## config.mk

```make
export PLATFORM = sky130hd
export DESIGN_NAME = ddr_init_sequencer
export DESIGN_NICKNAME = d
export VERILOG_FILES = /design/src/rtl/ddr_pkg.sv /design/src/rtl/bit_synchronizer.sv /design/src/rtl/ddr_init_sequencer.sv
export SDC_FILE = /design/constraint.sdc
export NUM_CORES = 1
export LEC_CHECK = 0
export CORE_UTILIZATION = 51
export DETAILED_ROUTE_END_ITERATION = 7
export GPL_TIMING_DRIVEN = 0
export PLACE_DENSITY = 0.74
export SYNTH_ARGS = -nofsm -noshare
export SYNTH_HDL_FRONTEND = slang
export SYNTH_HIERARCHICAL = 1
export SYNTH_SLANG_ARGS = --single-unit
```

## constraint.sdc

```tcl
create_clock -name clk -period 4 [get_ports clk]
set_input_delay 0.6 -clock clk [delete_from_list [all_inputs] [get_ports clk]]
set_output_delay 0.6 -clock clk [all_outputs]
set_load 0.005 [all_outputs]
```

## src/rtl/ddr_pkg.sv

```systemverilog
// Shared definitions for the DDR power-up initialization sequencer:
// command encodings, sequencer states and mode-register bit positions.
`timescale 1ns/1ps
package ddr_pkg;

  // {ras_n, cas_n, we_n}
  localparam logic [2:0] CMD_NOP       = 3'b111;
  localparam logic [2:0] CMD_PRECHARGE = 3'b010;
  localparam logic [2:0] CMD_REFRESH   = 3'b001;
  localparam logic [2:0] CMD_LOAD_MODE = 3'b000;

  localparam int DLL_RESET_BIT     = 8;
  localparam int PRECHARGE_ALL_BIT = 10;

  typedef enum logic [3:0] {
    S_WAIT_LOCK,
    S_WAIT_PWR,
    S_CKE_UP,
    S_PRE1,
    S_EMR,
    S_MR_DLL,
    S_PRE2,
    S_REF1,
    S_REF2,
    S_MR,
    S_DONE
  } seq_state_t;

  function automatic int max2(input int a, input int b);
    return (a > b) ? a : b;
  endfunction

endpackage

```

## src/rtl/bit_synchronizer.sv

```systemverilog
// Two-flop synchronizer for a single asynchronous level signal.
`timescale 1ns/1ps
module bit_synchronizer (
  input  logic i_clk,
  input  logic i_rst_n,
  input  logic i_d,
  output logic o_q
);

  logic r_meta;
  logic r_sync;

  always_ff @(posedge i_clk or negedge i_rst_n) begin
    if (!i_rst_n) begin
      r_meta <= 1'b0;
      r_sync <= 1'b0;
    end else begin
      r_meta <= i_d;
      r_sync <= r_meta;
    end
  end

  assign o_q = r_sync;

endmodule

```

## src/rtl/ddr_init_sequencer.sv

```systemverilog
// JEDEC DDR power-up sequencer: waits for clock lock, holds CKE low, then issues
// PRE / EMR / MR(DLL reset) / PRE / REF / REF / MR and raises init_done.
`timescale 1ns/1ps
module ddr_init_sequencer
  import ddr_pkg::*;
#(
  parameter int          POWERUP_CYCLES  = 20000,
  parameter int          TRP             = 3,
  parameter int          TMRD            = 2,
  parameter int          TRFC            = 8,
  parameter int          DLL_LOCK_CYCLES = 200,
  parameter logic [12:0] MR_VALUE        = 13'h0021,
  parameter logic [12:0] EMR_VALUE       = 13'h0000
) (
  input  logic        clk,
  input  logic        rst_n,
  input  logic        clk_ok,
  output logic        cke,
  output logic        cs_n,
  output logic        ras_n,
  output logic        cas_n,
  output logic        we_n,
  output logic [1:0]  ba,
  output logic [12:0] addr,
  output logic        init_done
);

  localparam int MAX_CNT = max2(max2(POWERUP_CYCLES, DLL_LOCK_CYCLES),
                                max2(max2(TRP, TMRD), TRFC));
  localparam int CNT_W   = $clog2(MAX_CNT) + 1;

  // Each state is held for (load + 1) cycles, so loads are gap - 1.
  localparam logic [CNT_W-1:0] LD_PWR  = CNT_W'(POWERUP_CYCLES - 1);
  localparam logic [CNT_W-1:0] LD_CKE  = CNT_W'(1);
  localparam logic [CNT_W-1:0] LD_TRP  = CNT_W'(TRP - 1);
  localparam logic [CNT_W-1:0] LD_TMRD = CNT_W'(TMRD - 1);
  localparam logic [CNT_W-1:0] LD_TRFC = CNT_W'(TRFC - 1);
  localparam logic [CNT_W-1:0] LD_DLL  = CNT_W'(DLL_LOCK_CYCLES - 1);

  logic             w_ok_s;
  seq_state_t       r_state;
  seq_state_t       w_nxt_state;
  logic [CNT_W-1:0] r_cnt;
  logic [CNT_W-1:0] w_nxt_cnt;

  logic             w_cke;
  logic             w_cs_n;
  logic [2:0]       w_cmd;
  logic [1:0]       w_ba;
  logic [12:0]      w_addr;
  logic             w_done;
  logic [12:0]      w_mr_dll;
  logic [12:0]      w_mr_run;

  logic             r_cke;
  logic             r_cs_n;
  logic [2:0]       r_cmd;
  logic [1:0]       r_ba;
  logic [12:0]      r_addr;
  logic             r_done;

  bit_synchronizer u_lock_sync (
    .i_clk   (clk),
    .i_rst_n (rst_n),
    .i_d     (clk_ok),
    .o_q     (w_ok_s)
  );

  always_comb begin
    w_mr_dll                = MR_VALUE;
    w_mr_dll[DLL_RESET_BIT] = 1'b1;
    w_mr_run                = MR_VALUE;
    w_mr_run[DLL_RESET_BIT] = 1'b0;
  end

  always_ff @(posedge clk or negedge rst_n) begin
    if (!rst_n) begin
      r_state <= S_WAIT_LOCK;
      r_cnt   <= '0;
    end else begin
      r_state <= w_nxt_state;
      r_cnt   <= w_nxt_cnt;
    end
  end

  always_comb begin
    w_nxt_state = r_state;
    w_nxt_cnt   = r_cnt;
    case (r_state)
      S_WAIT_LOCK: begin
        if (w_ok_s) begin
          w_nxt_state = S_WAIT_PWR;
          w_nxt_cnt   = LD_PWR;
        end
      end
      S_DONE: ;
      default: begin
        if (r_cnt != '0) begin
          w_nxt_cnt = r_cnt - 1'b1;
        end else begin
          case (r_state)
            S_WAIT_PWR: begin w_nxt_state = S_CKE_UP; w_nxt_cnt = LD_CKE;  end
            S_CKE_UP:   begin w_nxt_state = S_PRE1;   w_nxt_cnt = LD_TRP;  end
            S_PRE1:     begin w_nxt_state = S_EMR;    w_nxt_cnt = LD_TMRD; end
            S_EMR:      begin w_nxt_state = S_MR_DLL; w_nxt_cnt = LD_TMRD; end
            S_MR_DLL:   begin w_nxt_state = S_PRE2;   w_nxt_cnt = LD_TRP;  end
            S_PRE2:     begin w_nxt_state = S_REF1;   w_nxt_cnt = LD_TRFC; end
            S_REF1:     begin w_nxt_state = S_REF2;   w_nxt_cnt = LD_TRFC; end
            S_REF2:     begin w_nxt_state = S_MR;     w_nxt_cnt = LD_DLL;  end
            S_MR:       begin w_nxt_state = S_DONE;   w_nxt_cnt = '0;      end
            default: ;
          endcase
        end
      end
    endcase
    // Lock loss overrides everything and restarts the whole sequence.
    if (!w_ok_s && (r_state != S_WAIT_LOCK)) begin
      w_nxt_state = S_WAIT_LOCK;
      w_nxt_cnt   = '0;
    end
  end

  // Outputs are computed for the upcoming state so they change with it on the same edge;
  // a command goes out only on the first cycle of its state.
  always_comb begin
    w_cke  = 1'b0;
    w_cs_n = 1'b1;
    w_cmd  = CMD_NOP;
    w_ba   = '0;
    w_addr = '0;
    w_done = 1'b0;
    if ((w_nxt_state != S_WAIT_LOCK) && (w_nxt_state != S_WAIT_PWR)) begin
      w_cke  = 1'b1;
      w_cs_n = 1'b0;
    end
    if (w_nxt_state == S_DONE) begin
      w_done = 1'b1;
    end
    if (w_nxt_state != r_state) begin
      case (w_nxt_state)
        S_PRE1, S_PRE2: begin
          w_cmd                    = CMD_PRECHARGE;
          w_addr[PRECHARGE_ALL_BIT] = 1'b1;
        end
        S_EMR: begin
          w_cmd  = CMD_LOAD_MODE;
          w_ba   = 2'b01;
          w_addr = EMR_VALUE;
        end
        S_MR_DLL: begin
          w_cmd  = CMD_LOAD_MODE;
          w_addr = w_mr_dll;
        end
        S_REF1, S_REF2: begin
          w_cmd = CMD_REFRESH;
        end
        S_MR: begin
          w_cmd  = CMD_LOAD_MODE;
          w_addr = w_mr_run;
        end
        default: ;
      endcase
    end
  end

  always_ff @(posedge clk or negedge rst_n) begin
    if (!rst_n) begin
      r_cke  <= 1'b0;
      r_cs_n <= 1'b1;
      r_cmd  <= CMD_NOP;
      r_ba   <= '0;
      r_addr <= '0;
      r_done <= 1'b0;
    end else begin
      r_cke  <= w_cke;
      r_cs_n <= w_cs_n;
      r_cmd  <= w_cmd;
      r_ba   <= w_ba;
      r_addr <= w_addr;
      r_done <= w_done;
    end
  end

  assign cke                 = r_cke;
  assign cs_n                = r_cs_n;
  assign {ras_n, cas_n, we_n} = r_cmd;
  assign ba                  = r_ba;
  assign addr                = r_addr;
  assign init_done           = r_done;

endmodule

```

### After elaboration in Yosys (flattened, before gate mapping)

Cells that the tools add are included.
Widths: inputs -> output; s select.

| cells by class | value |
|---|---|
| add/subtract/negate cells | 1 |
| equality and inequality tests | 22 |
| muxes and demuxes | 20 |
| reductions and logical operators | 15 |

Operator list:

| operator | number |
|---|---|
| $pmux 16 s5 | 1 |
| $mux 16 | 3 |
| $pmux 4 s9 | 1 |
| $eq 4x3->1 const B | 8 |
| $pmux 16 s2 | 1 |
| $eq 4x4->1 const B | 6 |
| $pmux 9 s2 | 1 |
| $reduce_bool 16->1 | 1 |
| $sub 16x1->16 const B | 1 |
| $eq 4x2->1 const B | 3 |
| $mux 4 | 3 |
| $mux 11 | 1 |
| $pmux 3 s3 | 1 |
| $pmux 4 s2 | 1 |
| $reduce_bool 4->1 | 2 |
| $reduce_bool 8->1 | 1 |
| $reduce_or 2->1 | 4 |
| $mux 1 | 6 |
| $reduce_or 3->1 | 2 |
| $eq 4x1->1 const B | 1 |
| $logic_not 4->1 | 1 |
| $ne 4x1->1 const B | 1 |
| $ne 4x4->1 | 1 |
| $mux 3 | 1 |
| 5 further kinds | 6 |

| storage, ports and cells | value |
|---|---|
| register bits | 43 |
| bits of input ports | 3 |
| output and inout port bits | 21 |
| word-level logic and storage cells | 68 |

### Depth between registers and ports, before layout

Gate-level depths: netlist of the first run.

| depth | value |
|---|---|
| word-level depth | 9 |
| mapped depth | 10 |
| gate-level depth less buffers | 8 |

### Modules after synthesis

The synthesis of the first run kept the hierarchy.

Modules (own cells, without submodules):

| module | times used | cells an instance | area an instance (um^2) | seq. area each (um^2) |
|---|---|---|---|---|
| ddr_init_sequencer | 1 | 227 | 1,921.8 | 755.7 |
| bit_synchronizer | 1 | 2 | 50.0 | 50.0 |

### Worst setup path before layout of the first run

Ideal clock, no wire load.

| path | value |
|---|---|
| path type | register -> register |
| start point | register r_cnt[0] |
| end point | register r_cnt[9] |
| library setup time | 0.124 ns |
| arrival | 1.913 ns |
| data required time | 3.876 ns |
| slack | 1.963 ns |
| cell stages (with the launch flop) | 10 |
| path buffers | 1 |
| period minus slack after synthesis | 2.037 ns |
| cells stage by stage | dfrtp_1 > inv_1 > ha_1 > nor4b_1 > nand4_2 > buf_6 > o21bai_4 > a21oi_2 > a21boi_0 > a211o_1 |

| between the ends | value |
|---|---|
| word-level cells in the longest chain between the ends | 4 |
| elaborated cells on any way between the ends | 7 |
| those cells by class | 1 x add/sub; 3 x mux; 3 x reduce/logical |

RTL lines:

| what | line | text |
|---|---|---|
| from (decl) | ddr_init_sequencer.sv:43 | `logic [CNT_W-1:0] r_cnt;` |
| from (signal assigned) | ddr_init_sequencer.sv:82 | `r_cnt <= w_nxt_cnt;` |
| $sub 16x1->16 or $reduce_bool 16->1 (tied branches) | ddr_init_sequencer.sv:99, ddr_init_sequencer.sv:98 |  |
| $mux 16 | ddr_init_sequencer.sv:98 | `if (r_cnt != '0) begin` |
| $pmux 16 s2 | ddr_init_sequencer.sv:89 | `case (r_state)` |
| $mux 16 | ddr_init_sequencer.sv:117 | `if (!w_ok_s && (r_state != S_WAIT_LOCK)) begin` |

Several ways; a longest one is shown, not always the timed one.
A chain may end at the register's enable or synchronous reset.

### Final worst setup path of the first run

| path | value |
|---|---|
| start point | register r_cnt[0] |
| end point | register r_cnt[8] |

The elaborated chain is that of the path after synthesis.

==> impl_metrics.py, run 1 <==
metrics = {
    "outcome": {
        "status": "finished, final reports clean",
    },
    "worst_setup_path": {
        "worstPathRequired_ns": 4.16,
        "critical-path-top-delay-family": "simple AND/OR/NAND/NOR gates",
        "crit_chain": "inv_1 -> ha_1 -> nor4b_1 -> nand4_2 -> nor2_1 -> o21ai_0 -> mux2i_1 -> nor2_1",
        "cp_num_cells": 8,
        "crit_fanout": 9,
        "worstRegToRegCells": 8,
        "cp_slowest_cell": "mux2i_1",
        "crit_arrival_ns": 2.59,
        "setup.worst_path.class": "reg -> reg",
        "critPathBufInv": 1,
        "endpoint_kind": "flop",
        "crit_path_frequent_cell": "nor2_1",
        "max_stage_delay_ns": 0.47,
        "cp-start-kind": "flop",
    },
    "timing": {
        "setup-violations-final": 0,
        "fmax_ghz": 0.412,
        "fin_crit_sh_pct": 60.7,
        "period_minus_slack_ns": 2.43,
        "finalWorstSetupSlack_ns": 1.57,
        "setup_tns_ns": 0,
        "rsz0062_at_grt": "no",
        "tightest_slew_ns": 0.670,
        "clock_skew_ns": 0.00694,
        "relSlewSlack_pct": 55.3,
        "hold_viol": 0,
        "drv_slew": 0,
    },
    "die": {
        "ios": 24,
        "die_area_sq_um": 4120,
        "coreArea_sq_um": 3690,
        "initial_core_util_pct": 53.5,
        "rows": 22,
        "die_w_microns": 64.2,
        "die_y_microns": 64.2,
    },
    "synthesis": {
        "synthCells": 229,
        "synth.yosys.seq_area_share_pct": 40.9,
        "ys_types": 49,
        "netlist_area_sq_um": 1970,
        "synthesis.yosys.warnings": 6,
        "synth.area.top_cells": "dfrtp_1 (36%), nor2_1 (5.7%), dfstp_2 (5.3%)",
        "ys.flop_type": "dfrtp_1",
        "avgSynthCellArea_sq_um": 8.61,
        "synth_edf_count": 0,
        "synth_top_area_cell": "dfrtp_1",
        "synth_top_area_share_pct": 35.5,
        "ys_ff_latch": 32,
        "async_flop_share_pct": 100,
    },
    "clock_tree": {
        "cts.path.max_buffers": 2,
        "hold_buffers": 0,
        "cts_resized": 0,
        "cts_sinks": 32,
        "cts_tree": "yes",
        "clkLatencyLatePin_ns": 0.29,
        "clk_pin_slew_ns": 0.07,
        "cts_buffers": 5,
        "ctsHtreeMaxLevel": 2,
        "root_buffer": "clkbuf_8",
        "postCtsSetupRepairBufs": 0,
    },
    "grt": {
        "grt_max_degree": 33,
        "grt_pass1_wl_microns": 7340,
        "grt_pass1_vias": 1565,
        "grt-ovfl-total": 0,
        "antenna_found_initial": 0,
        "grt_use_total_pct": 23.5,
    },
    "route": {
        "drtAntennaViolNets": 0,
        "vias": 1697,
        "drt-initial-drc-count": 129,
        "wire_per_inst_microns": 13.7,
        "drcViolationCount": 0,
        "drtPass1Iterations": 4,
        "via_per_inst": 5.53,
        "wirelength_microns": 4200,
    },
    "cells_and_area": {
        "fin_util_pct": 62.4,
        "area_growth_pct": 16.8,
        "drive_gt1_share_pct": 14.3,
        "most-common-layout-cells": "nor2_1 (30), dfrtp_1 (28), nand2_1 (23)",
        "final_common_cell": "nor2_1",
        "nFillCells": 333,
        "diodes": 0,
        "nets": 263,
    },
    "power_and_ir_drop": {
        "pwr-share-comb_pct": 15.6,
        "pwr-share-seq_pct": 45.8,
        "power.switching_uw": 215,
        "power.leakage_uw": 0.00101,
        "swShare_pct": 27.2,
        "p_clk_share_pct": 38.6,
        "total_power_uw": 791,
        "p_int_uw": 576,
        "ir_worst_vdd_uv": 160,
        "power_density_nw_per_um2": 344,
    },
    "placed_design": {
        "routabilityCongestion": 0.935,
        "pre_cts_slack_ns": 1.59,
        "port_buffers": 13,
        "dp_hpwl_microns": 3000,
    },
    "run": {
        "drv_cap": 0,
    },
    "min_path": {
        "hold_path_class": "in -> async",
    },
}
## cell usage after synthesis, drive strengths merged, types with 6 or more instances
cell type	number
nand2	23
dfrtp	28
xnor2	7
nor3	15
nor2	30
nor4	6
clkbuf	6
a21oi	15
buf	16
inv	11
nand3	7
o21ai	17
## worst paths after layout
kind | from | to | slack [ns]
max in group asynchronous | rst_n | r_cnt[12] | 3.23
worst min register to register | u_lock_sync/r_meta | u_lock_sync/o_q | 0.35
min in group clk | u_lock_sync/r_meta | u_lock_sync/o_q | 0.35
worst max-delay path | r_cnt[0] | r_cnt[8] | 1.57
worst max register to register | r_cnt[0] | r_cnt[8] | 1.57
worst min-delay path | rst_n | addr[10] | 0.34
## state kept, by name (all words and copies together) (netlist names)
| register | count |
|---|---|
| cke | 1 |
| addr | 3 |
| init_done | 1 |
| r_state | 4 |
| u_lock_sync/o_q | 1 |
| r_cmd | 3 |
| cs_n | 1 |
| ba | 1 |
| r_cnt | 16 |
| u_lock_sync/r_meta | 1 |
## metal layers
layer / global-route usage [%] / wire length, microns / vias up
met3: 3.75 / 276 / 7
met1: 32.0 / 1930 / 791
met5: 0 / 0 / -
met4: 12.8 / 80 / 0
li1: - / - / 838
met2: 35.6 / 1920 / 61
## cell families after synthesis
kind of cell	share of synthesized area (%)
AO/OA/AOI/OAI	17.5
XOR/XNOR	3.55
adder cells (fa/ha/maj)	1.27
buffers and inverters	9.33
flip-flops	40.9
multiplexers	1.02
other	0.190
AND/OR/NAND/NOR	26.3
## power by group through the flow
stage | clock network, uW | registers, uW | logic [uW]
2_1_floorplan | 0 | 363 | 95.5
3_3_place_gp | 0 | 367 | 121
3_5_place_dp | 0 | 367 | 123
4_1_cts | 311 | 362 | 123
5_1_grt | 328 | 365 | 140
6_report | 306 | 362 | 124
## final cells by class
| class | count | area, sq um | share of cell area, % |
|---|---|---|---|
| Clock inverter | 3 | 42.5 | 1.85 |
| Sequential cell | 32 | 806 | 35.0 |
| Buffer | 22 | 143 | 6.20 |
| Multi-Input combinational cell | 173 | 1020 | 44.1 |
| Inverter | 11 | 41.3 | 1.79 |
| Timing Repair Buffer | 13 | 125 | 5.43 |
| Tap cell | 48 | 60.1 | 2.61 |
| Clock buffer | 5 | 68.8 | 2.99 |
## through the flow
stage	cell area, sq um	hold WS, ns	cells
3_3_place_gp	2200	0.332	299
3_5_place_dp	2190	0.341	299
2_1_floorplan	2010	0.304	238
6_report	2300	0.342	307
4_1_cts	2300	0.357	307
5_1_grt	2300	0.360	307
Power figures use the tool's default switching activity.
==> run 2: changes to the inputs <==
--- a/config.mk
+++ b/config.mk
@@ -5,10 +5,10 @@
 export SDC_FILE = /design/constraint.sdc
 export NUM_CORES = 1
 export LEC_CHECK = 0
-export CORE_UTILIZATION = 51
+export CORE_UTILIZATION = 50
 export DETAILED_ROUTE_END_ITERATION = 7
 export GPL_TIMING_DRIVEN = 0
-export PLACE_DENSITY = 0.74
+export PLACE_DENSITY = 0.76
 export SYNTH_ARGS = -nofsm -noshare
 export SYNTH_HDL_FRONTEND = slang
 export SYNTH_HIERARCHICAL = 1
==> constraint.sdc (replaced) <==
create_clock -name clk -period 2 [get_ports clk]
set_input_delay 0.3 -clock clk [delete_from_list [all_inputs] [get_ports clk]]
set_output_delay 0.3 -clock clk [all_outputs]
set_load 0.005 [all_outputs]
==> run 2 against run 1 <==
  * The run now ends with negative setup slack left
  * Largest power group unchanged
  * Total power increased by 100%
  * Flip-flop and latch count unchanged
  * Die area grew 1.9%
  * Clock-buffer cell count is 1 higher
  * Combinational power rose to 2.8 times the previous value
  * Worst hold slack better by 0.0095 ns
  * Final area rose by 14%
  * Cell count rose by 5.9%
  * Largest cell class unchanged
  * Critical path depth is 1 higher
  * Highest routed layer unchanged
  * Global-route usage up 1.3 points
  * Sequential share of layout area down 4.2 points
==> impl_metrics.py, run 2 (synthesis results as in run 1) <==
metrics = {
    "route": {
        "drcViolationCount": 0,
        "wirelength_microns": 5240,
        "drtPass1Iterations": 5,
        "vias": 1928,
        "wire_per_inst_microns": 16.1,
        "via_per_inst": 5.93,
        "drtAntennaViolNets": 0,
        "drt-initial-drc-count": 198,
    },
    "power_and_ir_drop": {
        "power.leakage_uw": 0.00114,
        "power_density_nw_per_um2": 615,
        "ir_worst_vdd_uv": 424,
    },
    "timing": {
        "hold_viol": 0,
        "fin_crit_sh_pct": 102,
        "tightest_slew_ns": 0.810,
        "clock_skew_ns": 0.00609,
        "setup-violations-final": 3,
        "rsz0062_at_grt": "yes",
        "relSlewSlack_pct": 45.8,
        "setup_tns_ns": -0.0657,
        "period_minus_slack_ns": 2.04,
        "drv_slew": 0,
        "fmax_ghz": 0.489,
        "finalWorstSetupSlack_ns": -0.0449,
    },
    "cells_and_area": {
        "multi_input_area_sq_um": 1160,
        "register_area_sq_um": 807,
        "largest-register": "r_cnt",
        "most-common-layout-cells": "buf_4 (28), nor2_1 (27), dfrtp_1 (27)",
        "final_common_cell": "buf_4",
        "final_cell_area_sq_um": 2620,
        "nFillCells": 265,
        "biggestRegsByFlops": "r_cnt x16, r_state x4",
        "area_growth_pct": 33.1,
        "nets": 281,
        "diodes": 0,
        "drive_gt1_share_pct": 27.1,
        "largest_reg_flops": 16,
    },
    "clock_tree": {
        "cts_tree": "yes",
        "cts.path.max_buffers": 2,
        "clk_pin_slew_ns": 0.07,
        "cts_buffers": 5,
        "ctsHtreeMaxLevel": 2,
        "root_buffer": "clkbuf_8",
        "clkLatencyLatePin_ns": 0.29,
        "cts_sinks": 32,
    },
    "die": {
        "die_area_sq_um": 4200,
        "rows": 22,
        "ios": 24,
        "die_y_microns": 64.8,
        "initial_core_util_pct": 53.1,
        "die_w_microns": 64.8,
        "coreArea_sq_um": 3720,
    },
    "worst_setup_path": {
        "max_stage_delay_ns": 0.40,
        "endpoint_kind": "flop",
        "cp-start-kind": "flop",
        "crit_fanout": 8,
        "crit_chain": "inv_2 -> ha_4 -> nor4b_4 -> nand4_4 -> buf_6 -> o21bai_4 -> a21oi_4 -> a21boi_1 -> a211o_1",
        "r2r_start": "r_cnt[0]",
        "setup.worst_path.class": "reg -> reg",
        "cp_slowest_cell": "dfrtp_1",
        "worstPathRequired_ns": 2.18,
        "crit_arrival_ns": 2.22,
        "critPathBufInv": 2,
        "r2r-end": "r_cnt[9]",
        "reg2reg_setup_slack_ns": -0.04,
        "worstRegToRegCells": 9,
        "critical-path-top-delay-family": "compound AO/OA/AOI/OAI gates",
    },
    "grt": {
        "grt_pass1_vias": 1662,
        "grt_pass1_wl_microns": 7860,
        "antenna_found_initial": 0,
        "grt_use_total_pct": 24.7,
        "grt_max_degree": 18,
        "grt-ovfl-total": 0,
    },
    "placed_design": {
        "port_buffers": 13,
        "dp_hpwl_microns": 3030,
        "pre_cts_slack_ns": -0.371,
        "routabilityCongestion": 0.916,
        "placed_cell_area_sq_um": 2230,
    },
    "outcome": {
        "violations": "negative setup slack",
        "status": "finished, violations left",
    },
    "min_path": {
        "min_path_cells": 0,
        "whs_endpoint": "u_lock_sync/o_q",
        "hold_start": "u_lock_sync/r_meta",
        "hold_path_class": "reg -> reg",
    },
    "run": {
        "drv_cap": 0,
    },
}
-- run 2: changes by cell type in the layout (fill, tap and decap cells not counted), moves of 3 or more --
cell | previous run | this run
buf_4 | 12 | 28
nor2_1 | 30 | 27
nor2_2 | 0 | 3
nor3_1 | 14 | 11
-- run 2: routing by layer --
| metal | global-route usage [%] | share of wire, % | routed length, microns | up-vias |
|---|---|---|---|---|
| li1 | - | - | - | 883 |
| met1 | 33.2 | 42 | 2190 | 911 |
| met2 | 37.0 | 46 | 2430 | 118 |
| met3 | 7.39 | 8.9 | 467 | 16 |
| met4 | 10.3 | 2.8 | 144 | 0 |
| met5 | 0 | 0 | 0 | - |
-- run 2: area by class of cell --
cell class                 count  share of cell area, %
sequential                    32                   30.8
multi-input combinational    173                   44.3
tap                           48                   2.29
inverter                      11                   1.57
clock inverter                 2                  0.381
timing repair buffer          32                   11.8
clock buffer                   6                   3.15
buffer                        21                   5.67
-- run 2: worst max path at each step --
| stage | cells past startpoint | from | end |
|---|---|---|---|
| final | 9 | r_cnt[0] | r_cnt[9] |
| after global routing | 9 | r_cnt[1] | r_cnt[9] |
| after CTS | 9 | r_cnt[1] | r_cnt[9] |
| after detailed placement | 8 | r_cnt[0] | r_cnt[12] |
| after global placement | 8 | r_cnt[0] | r_cnt[8] |
| after floorplan | 7 | r_cnt[6] | r_cnt[9] |
-- run 2: timing repair --
item	CTS	global route
resized for setup	15	18
endpoints found under the setup margin	17	21
buffers inserted	13	4
hold buffers	0	0
pin swaps	7	6
cloned	0	1
-- run 2: stage by stage --
step	utilization [%]	cells	power, uW	hold WS, ns
2_1_floorplan	-	238	919	0.00441
3_3_place_gp	59.3	299	977	0.333
3_5_place_dp	60.0	300	990	0.338
4_1_cts	67.3	320	1560	0.354
5_1_grt	70.6	325	1690	0.382
6_report	70.6	325	1610	0.351
-- run 2: where the power goes --
group	internal [uW]	total (uW)	leakage, uW	switching, uW
clock network	274	515	0.0000510	241
registers	683	751	0.000405	68.4
logic	167	347	0.000681	180
total	1120	1610	0.00114	489
==> run 3: changes to the inputs <==
--- a/config.mk
+++ b/config.mk
@@ -5,10 +5,10 @@
 export SDC_FILE = /design/constraint.sdc
 export NUM_CORES = 1
 export LEC_CHECK = 0
-export CORE_UTILIZATION = 50
+export CORE_UTILIZATION = 51
 export DETAILED_ROUTE_END_ITERATION = 7
 export GPL_TIMING_DRIVEN = 0
-export PLACE_DENSITY = 0.76
+export PLACE_DENSITY = 0.74
 export SYNTH_ARGS = -nofsm -noshare
 export SYNTH_HDL_FRONTEND = slang
 export SYNTH_HIERARCHICAL = 1
==> constraint.sdc (replaced) <==
create_clock -name clk -period 2.65 [get_ports clk]
set_input_delay 0.3975 -clock clk [delete_from_list [all_inputs] [get_ports clk]]
set_output_delay 0.3975 -clock clk [all_outputs]
set_load 0.005 [all_outputs]
==> results of run 3 <==
Same layout as run 1 (identical final DEF). Status: finished, final reports clean.
Main changes from that run: setup slack after placement 1.59 ns -> 0.239 ns; setup slack after layout 1.57 ns -> 0.220 ns; hold slack 0.342 ns -> 0.139 ns; register-to-register setup slack 1.57 ns -> 0.22 ns; total power 791 uW -> 1190 uW; worst IR drop on VDD 160 uV -> 241 uV
==> edit: new RTL, settings of run 3 <==
Put one more register stage on the output `addr`. The value now appears one clock later. The other outputs are not delayed to match.
--- a/src/rtl/ddr_init_sequencer.sv
+++ b/src/rtl/ddr_init_sequencer.sv
@@ -186,5 +186,7 @@
   assign {ras_n, cas_n, we_n} = r_cmd;
   assign ba                  = r_ba;
-  assign addr                = r_addr;
+  always_ff @(posedge clk) begin
+    addr <= r_addr;
+  end
   assign init_done           = r_done;
 
Behaviour: no difference found for any inputs over 10 cycles, from zero or initial values and one cycle with rst_n low; that may be too few to reach the edited logic, so the function may still have changed.
==> edit against run 3 <==
Sequential cell count up 3. Cell count rose by 0.33%. Combinational power shrank 3%. Total power down 2.5%. Design area grew 7.0%. Synthesized area grew 3.8%. Wire length grew 7.8%. Worst setup slack lost 0.13 ns. Critical path type unchanged. Largest cell class unchanged. Highest routed layer unchanged.
==> edit: results (changes against run 3) <==
stage;metric;value;unit;change
place;Area after DPL;2266;um^2;+3.4%
drt;met3 WL;270;um;-2.2%
setup_path;Worst R2R Setup Slack;0.09;ns;-0.13 ns
global_routing;vias in the first global route;1644;;+5.0%
worst_hold_path;Hold Crit Class;primary input to async pin;;
yosys;part of the Yosys area used for sequential elements;42.30;%;+1.4 points
yosys;Post-synth top cells;28 x dfrtp_1, 20 x nand2_1, 20 x nor2_1;;
global_routing;gr usage total;24.40;%;+0.92 points
drt;DR WL/cell;14.71;um;+7.5%
timing;Hold WS;0.1450;ns;+0.006023 ns
clock_tree;buffer depth of the longest clock path;2;;unchanged
yosys;Compound-Gate Fraction of Synth Area;21.15;%;+3.6 points
drt;met2 wire len;1979;um;+3.1%
yosys;ys async rst share;91.43;%;-8.6 points
global_routing;M1 GR Usage;34.59;%;+2.6 points
place;HPWL after DPL;3121;um;+3.9%
setup_path;FF-to-FF path depth;9;;+1
layout;Layout Nets;264;;+0.38%
pwr;Leak;1.054;nW;+4.4%
layout;most common cell after layout, fill and taps aside;dfrtp_1;;
timing;Slew @ Worst Pin;1.026;ns;+0.3561 ns
setup_path;critical path capture point;r_cnt[10]$_DFFE_PN0P_;;
yosys;adder-cell share of the synthesized area;1.222;%;-0.047 points
drt;Metal-1 WL;2197;um;+14%
layout;share of layout cells above drive strength 1;21.92;%;+7.6 points
timing;worst clock skew;0.002508;ns;-0.004427 ns
yosys;Synth cell types;58;;+18%
global_routing;GRT met2 Usage;36.47;%;+0.83 points
drt;Vias/cell;5.795;;+4.8%
yosys;post-synthesis mux area share;0.4890;%;-0.53 points
global_routing;met3 usage;4.688;%;+0.94 points
setup_path;slowest cell on the critical path;or4_4;;
drt;Iter 0 DRT Violations;128;;-0.78%
yosys;post-synthesis xor/xnor area fraction;1.284;%;-2.3 points
pwr;VDD IR max;0.0003272;V;+36%
setup_path;Largest stage delay, worst path;0.53;ns;+0.06 ns
outcome;outcome;completed;;
==> edit: area by class of cell <==
class                      instances  area, um^2
clock inverter                     3       23.77
tap                               48       60.06
multi-input combinational        166        1079
timing repair buffer              21       185.2
sequential                        35       865.8
inverter                           5       18.77
fill                             333        1280
clock buffer                       5       68.82
buffer                            25       162.7
==> edit: what timing repair did <==
action,4_1_cts,5_1_grt
hold buffers,0,0
pin swaps,1,5
hold endpoints to repair,0,0
gates resized for setup,4,8
setup buffers,2,6
setup endpoints to repair,17,15
==> edit: stage by stage <==
stage | cells | setup WS [ns]
5_1_grt | 308 | 0.005646
2_1_floorplan | 231 | 0.1470
3_5_place_dp | 292 | -0.2843
6_report | 308 | 0.09470
3_3_place_gp | 292 | -0.2401
4_1_cts | 302 | 0.01867
==> edit: power breakdown <==
part	internal, mW	switching, mW	leakage (nW)	total [mW]
clock network	0.188	0.214	0.0408	0.402
logic	0.0817	0.100	0.584	0.182
registers	0.556	0.0254	0.430	0.581
total	0.825	0.340	1.05	1.16
